File: src/rtl/lfsr_pkg.sv
// Shared types and constants for the LFSR sequence generator.
// Optional seed loading in lfsr_seq_gen is enabled by defining LFSR_SEED_EN.
package lfsr_pkg;

  typedef enum logic [1:0] {
    IDLE,
    GEN,
    HOLD
  } seq_state_e;

  // Taps 31, 29, 25 and 24 give a maximal-length 32-bit sequence.
  localparam logic [31:0] LFSR_DEFAULT_TAPS = 32'hA300_0000;
  localparam logic [31:0] LFSR_RESET_VAL    = 32'hFFFF_FFFF;

endpackage

File: src/rtl/lfsr_core.sv
// Combinational Fibonacci LFSR stepper: advances the state by STEPS shifts and
// reports the bit emitted before each step (bits[0] is the oldest).
module lfsr_core #(
  parameter int                LFSR_W = 32,
  parameter logic [LFSR_W-1:0] TAPS   = LFSR_W'(32'hA300_0000),
  parameter int                STEPS  = 1
) (
  input  logic [LFSR_W-1:0] state,
  output logic [LFSR_W-1:0] next_state,
  output logic [STEPS-1:0]  bits
);

  logic [LFSR_W-1:0] walk;

  always_comb begin
    walk = state;
    bits = '0;
    for (int j = 0; j < STEPS; j++) begin
      bits[j] = walk[0];
      walk    = {walk[LFSR_W-2:0], ^(walk & TAPS)};
    end
    next_state = walk;
  end

endmodule

File: src/rtl/lfsr_seq_gen.sv
// Free-running LFSR sampled into a SEQ_W-bit sequence on request, offered zero-padded
// under a valid/ready handshake. Define LFSR_SEED_EN to add the seed_load/seed ports.
module lfsr_seq_gen
  import lfsr_pkg::*;
#(
  parameter int                LFSR_W       = 32,
  parameter logic [LFSR_W-1:0] TAPS         = LFSR_W'(LFSR_DEFAULT_TAPS),
  parameter int                SEQ_W        = 256,
  parameter int                OUT_W        = 288,
  parameter int                BITS_PER_CYC = 1
) (
  input  logic             clk,
  input  logic             reset,
  input  logic             start,
  input  logic             gen_en,
  output logic             busy,
  output logic             out_valid,
  input  logic             out_ready,
  output logic [OUT_W-1:0] random_sequence
`ifdef LFSR_SEED_EN
  ,
  input  logic              seed_load,
  input  logic [LFSR_W-1:0] seed
`endif
);

  localparam int SEQ_CYCLES = SEQ_W / BITS_PER_CYC;
  localparam int CNT_W      = $clog2(SEQ_CYCLES + 1);
  localparam int PAD_W      = OUT_W - SEQ_W;

  seq_state_e             state_q, state_d;
  logic [LFSR_W-1:0]      lfsr_q, lfsr_d, lfsr_step;
  logic [BITS_PER_CYC-1:0] step_bits;
  logic [BITS_PER_CYC-1:0] chunk;
  logic [SEQ_W-1:0]       seq_q, seq_d, seq_shift;
  logic [CNT_W-1:0]       count_q, count_d;

  lfsr_core #(
    .LFSR_W (LFSR_W),
    .TAPS   (TAPS),
    .STEPS  (BITS_PER_CYC)
  ) u_core (
    .state      (lfsr_q),
    .next_state (lfsr_step),
    .bits       (step_bits)
  );

  // A seed load overrides this cycle's step; zero is never allowed into the register
  // because the all-zero state would lock the LFSR up.
  always_comb begin
    lfsr_d = lfsr_step;
`ifdef LFSR_SEED_EN
    if (seed_load) begin
      lfsr_d = seed;
    end
`endif
    if (lfsr_d == '0) begin
      lfsr_d = '1;
    end
  end

  // Oldest bit of the cycle lands highest so the first collected bit ends up at the MSB.
  always_comb begin
    chunk = '0;
    for (int j = 0; j < BITS_PER_CYC; j++) begin
      chunk[BITS_PER_CYC-1-j] = step_bits[j];
    end
    seq_shift = (seq_q << BITS_PER_CYC) | SEQ_W'(chunk);
  end

  always_comb begin
    state_d = state_q;
    seq_d   = seq_q;
    count_d = count_q;
    unique case (state_q)
      IDLE: begin
        if (start) begin
          state_d = GEN;
          seq_d   = '0;
          count_d = '0;
        end
      end
      GEN: begin
        if (gen_en) begin
          seq_d   = seq_shift;
          count_d = count_q + CNT_W'(1);
          if (count_q == CNT_W'(SEQ_CYCLES - 1)) begin
            state_d = HOLD;
          end
        end
      end
      HOLD: begin
        if (out_ready) begin
          state_d = IDLE;
        end
      end
      default: state_d = IDLE;
    endcase
  end

  always_ff @(posedge clk or posedge reset) begin
    if (reset) begin
      lfsr_q  <= '1;
      state_q <= IDLE;
      seq_q   <= '0;
      count_q <= '0;
    end else begin
      lfsr_q  <= lfsr_d;
      state_q <= state_d;
      seq_q   <= seq_d;
      count_q <= count_d;
    end
  end

  assign busy            = (state_q == GEN);
  assign out_valid       = (state_q == HOLD);
  assign random_sequence = (state_q == HOLD) ? (OUT_W'(seq_q) << PAD_W) : '0;

endmodule
File: config.mk
export PLATFORM = sky130hd
export DESIGN_NAME = lfsr_seq_gen
export DESIGN_NICKNAME = d
export VERILOG_FILES = /design/src/rtl/lfsr_pkg.sv /design/src/rtl/lfsr_core.sv /design/src/rtl/lfsr_seq_gen.sv
export SDC_FILE = /design/constraint.sdc
export NUM_CORES = 1
export LEC_CHECK = 0
export ABC_AREA = 1
export CORE_MARGIN = 3
export CORE_UTILIZATION = 50
export DETAILED_ROUTE_END_ITERATION = 10
export PLACE_DENSITY = 0.8
export RECOVER_POWER = 50
export SYNTH_ARGS = -nofsm -noshare
export SYNTH_HDL_FRONTEND = slang
export SYNTH_SLANG_ARGS = --single-unit
File: constraint.sdc
create_clock -name clk -period 10.9 [get_ports clk]
set_input_delay 1.09 -clock clk [delete_from_list [all_inputs] [get_ports clk]]
set_output_delay 1.09 -clock clk [all_outputs]
set_load 0.05 [all_outputs]
### Yosys cells after proc, flatten, opt, wreduce, memory -nomap -nowiden

Cells that the tools add are included.

* add/sub/neg operators: 1
* eq/ne operators: 7
* multiplexer cells: 13
* bitwise gates (word level): 1
* reduce and logical (&&, ||, !) cells: 6

Operators by type and width (number)
* 2-to-1 mux 256 bit: 2
* one-hot mux 256 bit (2 select lines): 1
* 2-to-1 mux 288 bit: 1
* bitwise OR 256 x 1 -> 256 bit: 1
* logical NOT 32 bit: 1
* 2-to-1 mux 32 bit: 1
* XOR reduction 32 bit: 1
* 2-to-1 mux 9 bit: 2
* one-hot mux 9 bit (2 select lines): 1
* adder 9 x 1 -> 9 bit (second input constant): 1
* == test 9 x 8 -> 1 bit (second input constant): 1
* 2-to-1 mux 2 bit: 4
* one-hot mux 2 bit (3 select lines): 1
* != test 2 x 1 -> 1 bit (second input constant): 2
* != test 2 bit (second input constant): 2
* AND reduction 4 bit: 1
* AND reduction 3 bit: 1
* == test 2 x 1 -> 1 bit (second input constant): 1
* == test 2 bit (second input constant): 1
* logical NOT 2 bit: 1
* nonzero test 2 bit: 1

* register bits: 299
* output and inout port bits: 290
* word-level logic and storage cells: 32

### Longest topological paths before layout

* depth after elaboration: 4
* mapped depth: 9
* depth with buffers taken out: 9

### Modules after synthesis

A second synthesis with hierarchy kept.

* cell total of the unflattened synthesis: 1377
* area, all modules: 12772.2 um^2

Modules (own cells, without submodules)
* lfsr_seq_gen: times used 1, cells an instance 1326, area each 12458.2 um^2, seq. area each 7522.2 um^2
* lfsr_core: times used 1, cells an instance 51, area each 314.1 um^2, seq. area each 0.0 um^2

### Least setup slack after synthesis

Ideal clock, no wire load.

* path type: register to output
* start point: reg state_q[1]
* end point: out random_sequence[32]
* arrival time: 2.279 ns
* data required time: 9.810 ns
* setup slack: 7.531 ns
* cell stages (with the launch flop): 7
* cell sequence: dfrtp_1 inv_1 nor2_1 inv_2 buf_2 buf_2 nor2_1

* longest elaborated chain between the ends: 2

Ends and longest elaborated chain
* start: declaration: line lfsr_seq_gen.sv:31 `seq_state_e state_q, state_d;`
* start signal: assignment: line lfsr_seq_gen.sv:109 `state_q <= state_d;`
* == test 2 bit
* via out_valid: line lfsr_seq_gen.sv:17 `output logic out_valid,`
* 2-to-1 mux 288 bit: line lfsr_seq_gen.sv:117 `assign random_sequence = (state_q == HOLD) ? (OUT_W'(seq_q) << PAD_W) : '0;`
* end: declaration: line lfsr_seq_gen.sv:19 `output logic [OUT_W-1:0] random_sequence`

The timed path passes the listed nets, and every way through them passes these cells.

### Final worst setup path

* start point: in gen_en
* end point: reg seq_q[210]

* longest elaborated chain between the ends: 2

Ends and longest elaborated chain
* start: declaration: line lfsr_seq_gen.sv:15 `input logic gen_en,`
* != test 2 bit (no source line)
* AND reduction 3 bit (no source line)
* end signal: assignment: line lfsr_seq_gen.sv:110 `seq_q <= seq_d;`
* end: declaration: line lfsr_seq_gen.sv:35 `logic [SEQ_W-1:0] seq_q, seq_d, seq_shift;`

No other way between the ends.
A chain may end at the register's enable or synchronous reset.

==> results.json <==
{
  "status": "finished, violations left",
  "violations": "capacitance limit, slew limit",
  "die_x_um": 164,
  "multi_input_area_mm2": 0.00324,
  "cts_hold_buf": 0,
  "drc_errors": 0,
  "synth-edff-count": 0,
  "synth_xor_area_share_pct": 0,
  "worstSkewPairLatency_ns": 0.57,
  "cts_sinks": 299,
  "rows": 57,
  "clk_path_buf_depth": 3,
  "cts_tree": "done",
  "grt_pass1_wl_um": 46900,
  "n_fill_cell": 1910,
  "dieArea_mm2": 0.0269,
  "portBuffers": 262,
  "start_kind": "input pin",
  "critPathRequiredTime_ns": 11.28,
  "synthSimpleGateAreaFrac_pct": 11.5,
  "critPathArrivalTime_ns": 7.72,
  "cts-root-buf": "clkbuf_16",
  "dpl_worst_slack_ns": 6.32,
  "cts_setup_buffers": 0,
  "cts_resized": 0,
  "worst-setup-path-type": "input pin to register",
  "synthArstFlopShare_pct": 100,
  "synthAdderAreaFrac_pct": 0.200,
  "rsz0062_at_grt": "no",
  "fin_ws_ns": 3.56,
  "end_kind": "register",
  "grt_antenna_before_repair": 0,
  "yosysSeqAreaShare_pct": 60.3,
  "cpPeakStageDelay_ns": 3.84,
  "ys.flop_type": "dfrtp_1",
  "overflow": 0,
  "clk_pin_slew_ns": 0.06,
  "muxShareOfSynthArea_pct": 0,
  "power_density_mw_per_mm2": 201,
  "regArea_mm2": 0.00752,
  "yosysWarningCount": 0,
  "min_path_type": "register to register",
  "crit_chain": "dlygate4sd3_1 > nand2_8 > nand2_1 > buf_4 > o22ai_1",
  "period_minus_slack_ns": 7.34,
  "h-tree-depth": 1,
  "grt-busiest-layer": "met2",
  "area_growth_pct": 28.8,
  "postSynthCellCount": 1361,
  "routed_via_density": 5.13,
  "yosysTopAreaCell": "dfrtp_1",
  "relSlewSlack_pct": -316,
  "slew_violations": 303,
  "gr-usage-met2_pct": 32.5,
  "final_net_count": 1578,
  "first_global_vias": 9264,
  "antenna_cells": 0,
  "die_h_um": 164,
  "place_hpwl_um": 18100,
  "fin_crit_sh_pct": 67.3,
  "grt_util_met1_pct": 30.8,
  "synthTopCellsByCount": "inv_1 (299), nor2_1 (286), dfrtp_1 (267)",
  "synth.most_common_cell": "inv_1",
  "finalWirelength_um": 29300,
  "utilization_pct": 65.7,
  "vias": 9847,
  "syn_area_per_cell_um2": 9.17,
  "initial_core_util_pct": 51.0,
  "irDropWorstVdd_mv": 0.122,
  "wire_per_inst_um": 15.3,
  "hold_violations": 0,
  "crit_buf_inv": 2,
  "drtIter0Drc": 734,
  "grt_usage_pct": 21.0,
  "drv_cap": 2,
  "p_leak_nw": 6.89,
  "setup_tns_ns": 0,
  "crit_fanout": 158,
  "ant_nets": 0,
  "netlist_area_mm2": 0.0125,
  "cts_buffers": 30,
  "synth_area_leaders": "dfrtp_1 (54%), o22ai_1 (13%), inv_1 (9.0%)",
  "r2r_slack_ns": 4.16,
  "synth_top_family_by_area": "buffers and inverters",
  "skew_ns": 0.0320,
  "synth_top_area_share_pct": 53.5,
  "worst_slew_pin_slew_ns": 6.20,
  "globalplace.congestion": 0.822,
  "grt_use_met3_pct": 4.56,
  "dr.pass1.iters": 5,
  "synth_seq_cells": 299,
  "setup_viol": 0,
  "core-area_mm2": 0.0245,
  "slowest_stage": "nand2_1",
  "io_pins": 295,
  "synth_compound_area_share_pct": 13.2,
  "ys_types": 22,
  "grt_start_max_net_pins": 167,
  "critical_path.top_delay_family": "simple AND/OR/NAND/NOR gates",
  "fmaxAchievable_ghz": 0.136,
  "final_layout_size_suffix_gt1_share_pct": 5.89
}
state kept, by name (all words and copies together), names as in the netlist:
| signal | flops |
|---|---|
| count_q | 9 |
| lfsr_q | 32 |
| seq_q | 256 |
| state_q | 2 |
tightest hold or removal path: stages, from the launching register on:
cell and delay (ns):
dfstp_2 0.37, inv_1 0.04, nand2_1 0.04
placed cells by master (no fill, tap or decap), drive strengths merged, types with 6 or more instances in the layout:
master	synthesis	final
inv	301	301
nor2	287	287
dfrtp	267	267
clkdlybuf4s50	0	259
o22ai	258	258
nand2	76	76
clkbuf	5	38
conb	1	32
dfstp	32	32
clkinv	0	7
bufinv	0	6
through the flow:
step	hold WS, ns	total power [mW]	instances	cell area (µm²)
floorplan	0.433	1.99	1392	12600
global placement	0.436	2.08	1863	15000
detailed placement	0.440	2.12	1863	15000
CTS	0.436	3.25	1919	16100
global route	0.449	3.41	1919	16100
finish	0.425	3.24	1919	16100
kinds of logic (layout without fill, tap and decap cells):
family | after synthesis | after routing
buffers and inverters | 421 | 624
adder cells (fa/ha/maj) | 2 | 2
AND/OR/NAND/NOR | 373 | 373
other | 1 | 32
flip-flops | 299 | 299
AO/OA/AOI/OAI | 265 | 265
path summary, 6_finish.rpt:
check | from | to | depth (start not counted)
max | gen_en | seq_q[210] | 5
max reg2reg | state_q[0] | seq_q[210] | 6
min reg2reg | lfsr_q[7] | lfsr_q[8] | 2
min in group asynchronous | reset | seq_q[177] | 2
max in group asynchronous | reset | seq_q[199] | 3
min | lfsr_q[7] | lfsr_q[8] | 2
where the power goes:
part | total [mW] | switching [mW] | internal [mW]
Clock | 1.12 | 0.439 | 0.682
Combinational | 0.650 | 0.457 | 0.193
Sequential | 1.47 | 0.0780 | 1.39
Total | 3.24 | 0.973 | 2.26
metal layers:
layer  part of all wire, %  routed length (µm)  vias up
met5                     0                   0        -
met4                   1.5                 425        0
met3                   8.0                2330       36
met2                    46               13500      366
met1                    44               13000     4786
li1                      -                   -     4659
area by class of cell:
| cell class | instances | share of cell area (%) |
|---|---|---|
| Inverter | 301 | 7.07 |
| Tap cell | 324 | 2.52 |
| Sequential cell | 299 | 46.8 |
| Timing Repair Buffer | 267 | 16.5 |
| Multi-Input combinational cell | 672 | 20.2 |
| Clock buffer | 38 | 5.11 |
| Clock inverter | 18 | 1.81 |
(Power assumes the default switching activity.)
